===== config.mk =====
export PLATFORM = sky130hd
export DESIGN_NAME = multi_priority_encoder_seq
export DESIGN_NICKNAME = d
export VERILOG_FILES = /design/src/rtl/mpe_pkg.sv /design/src/rtl/priority_encoder_core.sv /design/src/rtl/multi_priority_encoder_seq.sv
export SDC_FILE = /design/constraint.sdc
export NUM_CORES = 1
export LEC_CHECK = 0
export CAP_MARGIN = 10
export CORE_MARGIN = 3
export CORE_UTILIZATION = 35
export CTS_CLUSTER_SIZE = 20
export DETAILED_ROUTE_END_ITERATION = 6
export DONT_BUFFER_PORTS = 1
export PLACE_DENSITY = 0.56
export SLEW_MARGIN = 20
export SYNTH_ARGS = -nofsm -noshare
export SYNTH_HDL_FRONTEND = slang
export SYNTH_SLANG_ARGS = --single-unit

===== constraint.sdc =====
create_clock -name clk -period 3 [get_ports clk]
set_input_delay 0.3 -clock clk [delete_from_list [all_inputs] [get_ports clk]]
set_output_delay 0.3 -clock clk [all_outputs]
set_load 0.02 [all_outputs]

===== src/rtl/mpe_pkg.sv =====
// Shared types and width helpers for the sequential multi-index priority encoder.
// Imported by priority_encoder_core and multi_priority_encoder_seq.
package mpe_pkg;

    typedef enum logic [1:0] {
        MPE_IDLE = 2'd0,
        MPE_SCAN = 2'd1,
        MPE_DONE = 2'd2
    } mpe_state_e;

    // An index into a WIDTH-bit vector; never narrower than one bit.
    function automatic int mpe_idx_w(input int width);
        return (width < 2) ? 1 : $clog2(width);
    endfunction

    // A count that can hold 0..num_out inclusive.
    function automatic int mpe_cnt_w(input int num_out);
        return (num_out < 1) ? 1 : $clog2(num_out + 1);
    endfunction

endpackage


===== src/rtl/priority_encoder_core.sv =====
// Combinational single-step priority encoder: finds the highest-priority set bit
// of mask, reports its position and returns mask with that bit cleared.
module priority_encoder_core
    import mpe_pkg::*;
#(
    parameter int WIDTH     = 16,
    parameter bit LSB_FIRST = 1'b0,
    parameter int IDX_W     = mpe_idx_w(WIDTH)
) (
    input  logic [WIDTH-1:0] mask,
    output logic             found,
    output logic [IDX_W-1:0] pos,
    output logic [WIDTH-1:0] mask_next
);

    logic [WIDTH-1:0] w_onehot;

    // NOTE: every output of this block gets a default before the loops so no path
    // leaves a variable unassigned, which would otherwise infer a latch.
    always_comb begin
        found    = |mask;
        pos      = '0;
        w_onehot = '0;
        if (LSB_FIRST) begin
            // Descending scan: the last hit, i.e. the lowest set bit, wins.
            for (int i = WIDTH - 1; i >= 0; i--) begin
                if (mask[i]) begin
                    pos      = IDX_W'(i);
                    w_onehot = WIDTH'(1) << i;
                end
            end
        end else begin
            for (int i = 0; i < WIDTH; i++) begin
                if (mask[i]) begin
                    pos      = IDX_W'(i);
                    w_onehot = WIDTH'(1) << i;
                end
            end
        end
        mask_next = mask & ~w_onehot;
    end

endmodule


===== src/rtl/multi_priority_encoder_seq.sv =====
// Sequential multi-index priority encoder: captures req on start, then emits up to
// NUM_OUT set-bit indices one per clock. Define MPE_LSB_FIRST_EN for lowest-bit-first order.
module multi_priority_encoder_seq
    import mpe_pkg::*;
#(
    parameter int WIDTH   = 16,
    parameter int NUM_OUT = 4,
    parameter int IDX_W   = mpe_idx_w(WIDTH),
    localparam int CNT_W  = mpe_cnt_w(NUM_OUT)
) (
    input  logic                     clk,
    input  logic                     reset_n,
    input  logic                     start,
    input  logic [WIDTH-1:0]         req,
    output logic                     busy,
    output logic                     done,
    output logic [CNT_W-1:0]         count,
    output logic [NUM_OUT*IDX_W-1:0] idx,
    output logic [NUM_OUT-1:0]       valid
);

`ifdef MPE_LSB_FIRST_EN
    localparam bit LSB_FIRST = 1'b1;
`else
    localparam bit LSB_FIRST = 1'b0;
`endif

    mpe_state_e r_state;
    mpe_state_e w_state_next;

    logic [WIDTH-1:0]         r_mask;
    logic [CNT_W-1:0]         r_count;
    logic [NUM_OUT*IDX_W-1:0] r_idx;
    logic [NUM_OUT-1:0]       r_valid;
    logic                     r_busy;
    logic                     r_done;

    logic                     w_found;
    logic [IDX_W-1:0]         w_pos;
    logic [WIDTH-1:0]         w_mask_next;
    logic [CNT_W-1:0]         w_count_inc;
    logic                     w_last;

    priority_encoder_core #(
        .WIDTH     (WIDTH),
        .LSB_FIRST (LSB_FIRST),
        .IDX_W     (IDX_W)
    ) u_core (
        .mask      (r_mask),
        .found     (w_found),
        .pos       (w_pos),
        .mask_next (w_mask_next)
    );

    assign w_count_inc = r_count + 1'b1;
    assign w_last      = (w_count_inc == CNT_W'(NUM_OUT)) || (w_mask_next == '0);

    // NOTE: state registers use non-blocking assignments so every flop samples
    // pre-edge values regardless of process evaluation order.
    always_ff @(posedge clk) begin
        if (!reset_n) begin
            r_state <= MPE_IDLE;
        end else begin
            r_state <= w_state_next;
        end
    end

    always_comb begin
        w_state_next = r_state;
        case (r_state)
            MPE_IDLE: if (start) w_state_next = MPE_SCAN;
            MPE_SCAN: if (!w_found || w_last) w_state_next = MPE_DONE;
            MPE_DONE: w_state_next = MPE_IDLE;
            default:  w_state_next = MPE_IDLE;
        endcase
    end

    // busy/done are registered from the next state so they align with r_state
    // without any combinational path from start.
    always_ff @(posedge clk) begin
        if (!reset_n) begin
            r_mask  <= '0;
            r_count <= '0;
            r_idx   <= '0;
            r_valid <= '0;
            r_busy  <= 1'b0;
            r_done  <= 1'b0;
        end else begin
            r_busy <= (w_state_next != MPE_IDLE);
            r_done <= (w_state_next == MPE_DONE);
            case (r_state)
                MPE_IDLE: begin
                    if (start) begin
                        r_mask  <= req;
                        r_count <= '0;
                        r_idx   <= '0;
                        r_valid <= '0;
                    end
                end
                MPE_SCAN: begin
                    if (w_found) begin
                        r_mask  <= w_mask_next;
                        r_count <= w_count_inc;
                        for (int i = 0; i < NUM_OUT; i++) begin
                            if (i == int'(r_count)) begin
                                r_idx[i*IDX_W +: IDX_W] <= w_pos;
                                r_valid[i]              <= 1'b1;
                            end
                        end
                    end
                end
                default: ;
            endcase
        end
    end

    assign busy  = r_busy;
    assign done  = r_done;
    assign count = r_count;
    assign idx   = r_idx;
    assign valid = r_valid;

endmodule


==> impl_metrics.env <==
export IMPL_cts_max_level=2
export IMPL_rsz0062_at_grt="no"
export IMPL_clock_skew_ns=0.007395
export IMPL_combPwrFrac_pct=34.9
export IMPL_synth_compound_area_share_pct=25.63
export IMPL_track_usage_pct=16.18
export IMPL_grt_pass1_wl_um=9011
export IMPL_vias_per_cell=5.533
export IMPL_wirelength_um=5467
export IMPL_die_y_um=82.90
export IMPL_path_clk_slew_ns=0.08
export IMPL_synth_most_common_cell="nor2_1"
export IMPL_vias=1776
export IMPL_ir_drop_uv=254.1
export IMPL_cts_hold_buffers=0
export IMPL_synth_cell_types=42
export IMPL_synth_area_per_cell_um2=8.212
export IMPL_pwr_density_cell_nw_per_um2=792.8
export IMPL_synthTopCellsByArea="dfxtp_1, nor2_1, a21oi_1, a22oi_1, o21ai_0"
export IMPL_die_width_um=82.90
export IMPL_status="complete, no violations"
export IMPL_firstDrtPassIters=4
export IMPL_syn_area_um2=2069
export IMPL_post_cts_buffers=0
export IMPL_slew_headroom_pct=37.55
export IMPL_cts_buffers=5
export IMPL_synthMuxAreaShare_pct=2.418
export IMPL_setup_tns_ns=0
export IMPL_tritoncts="built"
export IMPL_synth_top_family_by_area="compound AO/OA/AOI/OAI gates"
export IMPL_grt_antenna_before_repair=0
export IMPL_core_area_um2=5608
export IMPL_synthCells=252
export IMPL_io_buffers=0
export IMPL_synth_simple_area_share_pct=20.86
export IMPL_drv_cap=0
export IMPL_ff2ff_setup_slack_ns=0.56
export IMPL_hold_violations=0
export IMPL_drc=0
export IMPL_startpoint_type="register"
export IMPL_switching_share_pct=40.68
export IMPL_numClockSinks=43
export IMPL_overflow=0
export IMPL_synthTopCellsByCount="nor2_1, dfxtp_1, a21oi_1, nand2_1, o21ai_0"
export IMPL_cts_root_buf="clkbuf_8"
export IMPL_synthArstFlopShare_pct=0
export IMPL_cp_max_fo=17
export IMPL_placedCellCount=314
export IMPL_hpwl_um=3942
export IMPL_ant_nets=0
export IMPL_gp_congestion=0.8582
export IMPL_wl_per_cell_um=17.03
export IMPL_io_pins=44
export IMPL_place_ws_ns=0.5774
export IMPL_power_mw=1.749
export IMPL_arrival_ns=2.67
export IMPL_finalCritPeriodShare_pct=81.35
export IMPL_fmax_mhz=409.8
export IMPL_nets=274
export IMPL_seq_power_share_pct=44.7
export IMPL_clkLatencyLatePin_ns=0.29
export IMPL_switchingPower_uw=711.4
export IMPL_synth_xor_xnor_area_share_pct=0.4232
export IMPL_worstPathRequired_ns=3.23
export IMPL_synthAdderAreaFrac_pct=4.595
export IMPL_start_util_pct=36.90
export IMPL_diodes=0
export IMPL_yosys_area_top_type="dfxtp_1"
export IMPL_syn_nets=277
export IMPL_synth_edf_count=0
export IMPL_internal_power_mw=1.037
export IMPL_final_layout_size_suffix_gt1_share_pct=7.631
export IMPL_drt_initial_drc_count=91
export IMPL_final_util_pct=39.34
export IMPL_syn2layout_area_growth_pct=6.590
export IMPL_fin_cells=321
export IMPL_power_leakage_nw=0.8371
export IMPL_yosysSeqAreaShare_pct=41.60
export IMPL_synth_top_flop_cell="dfxtp_1"
export IMPL_grt_pass1_vias=1710
export IMPL_clock_power_share_pct=20.4
export IMPL_fin_crit_ns=2.440
export IMPL_min_path_type="in -> reg"
export IMPL_clk_path_buf_depth=2
export IMPL_setup_slack_ns=0.5595
export IMPL_rows=27
export IMPL_drv_slew=0
export IMPL_cp_end_kind="register"
export IMPL_setup_violations=0
export IMPL_worst_pin_slew_ns=0.9338
export IMPL_critical_path_class="reg -> reg"
export IMPL_cts_resized=0
export IMPL_yosysWarnings=0
export IMPL_die_area_um2=6872
export IMPL_grt_max_degree=25
export IMPL_yosysTopAreaCellShare_pct=41.60
export IMPL_synth_seq_cells=43
-- cells in the final DEF, fill, tap and decap left out, types with 5 or more instances in the layout --
master / count
dfxtp_1: 43
a21oi_1: 20
a22oi_1: 13
inv_1: 9
ha_1: 6
nand3_1: 8
nand2_1: 20
mux2i_1: 5
o21ai_0: 18
nor2_1: 45
clkbuf_8: 5
o31ai_1: 5
-- path summary, 6_finish.rpt --
path / cells past startpoint / startpoint / to
worst max register to register: 6 / r_mask[4]$_SDFFE_PN0P_ / idx[3]$_SDFFE_PN0P_
worst min register to register: 2 / r_mask[0]$_SDFFE_PN0P_ / r_mask[0]$_SDFFE_PN0P_
worst max-delay path: 6 / r_mask[4]$_SDFFE_PN0P_ / idx[3]$_SDFFE_PN0P_
worst min-delay path: 2 / req[0] / r_mask[0]$_SDFFE_PN0P_
-- area by class of cell --
| class | count | area [µm²] |
|---|---|---|
| Clock buffer | 5 | 68.82 |
| Sequential cell | 43 | 860.8 |
| Clock inverter | 2 | 13.76 |
| Fill cell | 600 | 3402 |
| Inverter | 9 | 33.78 |
| Timing Repair Buffer | 3 | 22.52 |
| Tap cell | 72 | 90.09 |
| Multi-Input combinational cell | 187 | 1116 |
-- stage by stage --
step                      hold WS [ns]  instance area [µm²]
final                           0.1322                 2206
after global routing            0.1265                 2206
after CTS                       0.1227                 2206
after detailed placement        0.4432                 2123
after global placement          0.4387                 2123
after floorplan                 0.4304                 2069
-- layer usage --
layer	up-vias	track usage, %	wire length [µm]
met1	825	20.92	2529
met4	0	5.646	76
met3	6	5.556	421
met5	-	0	0
li1	891	-	-
met2	54	25.07	2440
-- worst max-delay path, cell delays in order (launching register included) --
cell,delay [ns]
dfxtp_1,0.37
or4_1,0.67
nor4b_4,0.42
a31oi_2,0.44
o21ai_2,0.28
a32oi_1,0.08
nor2_1,0.12
-- sequential cells by signal, indices dropped and copies added, names as in the netlist --
name and count:
r_mask 16, r_state 2, idx 16, count 3, busy 1, valid 4, done 1
-- kinds of logic after synthesis --
family                   after synthesis
multiplexers                           5
XOR/XNOR                               1
buffers and inverters                 22
AND/OR/NAND/NOR                       93
adder cells (fa/ha/maj)                8
AO/OA/AOI/OAI                         80
flip-flops                            43
-- power groups by stage --
stage | Sequential [mW] | Combinational [mW] | Clock, mW
5_1_grt | 0.797 | 0.692 | 0.403
4_1_cts | 0.783 | 0.613 | 0.373
3_5_place_dp | 0.796 | 0.609 | 0
6_report | 0.782 | 0.610 | 0.357
3_3_place_gp | 0.796 | 0.611 | 0
2_1_floorplan | 0.763 | 0.499 | 0
Note: power is estimated with default switching activity, not from simulation.
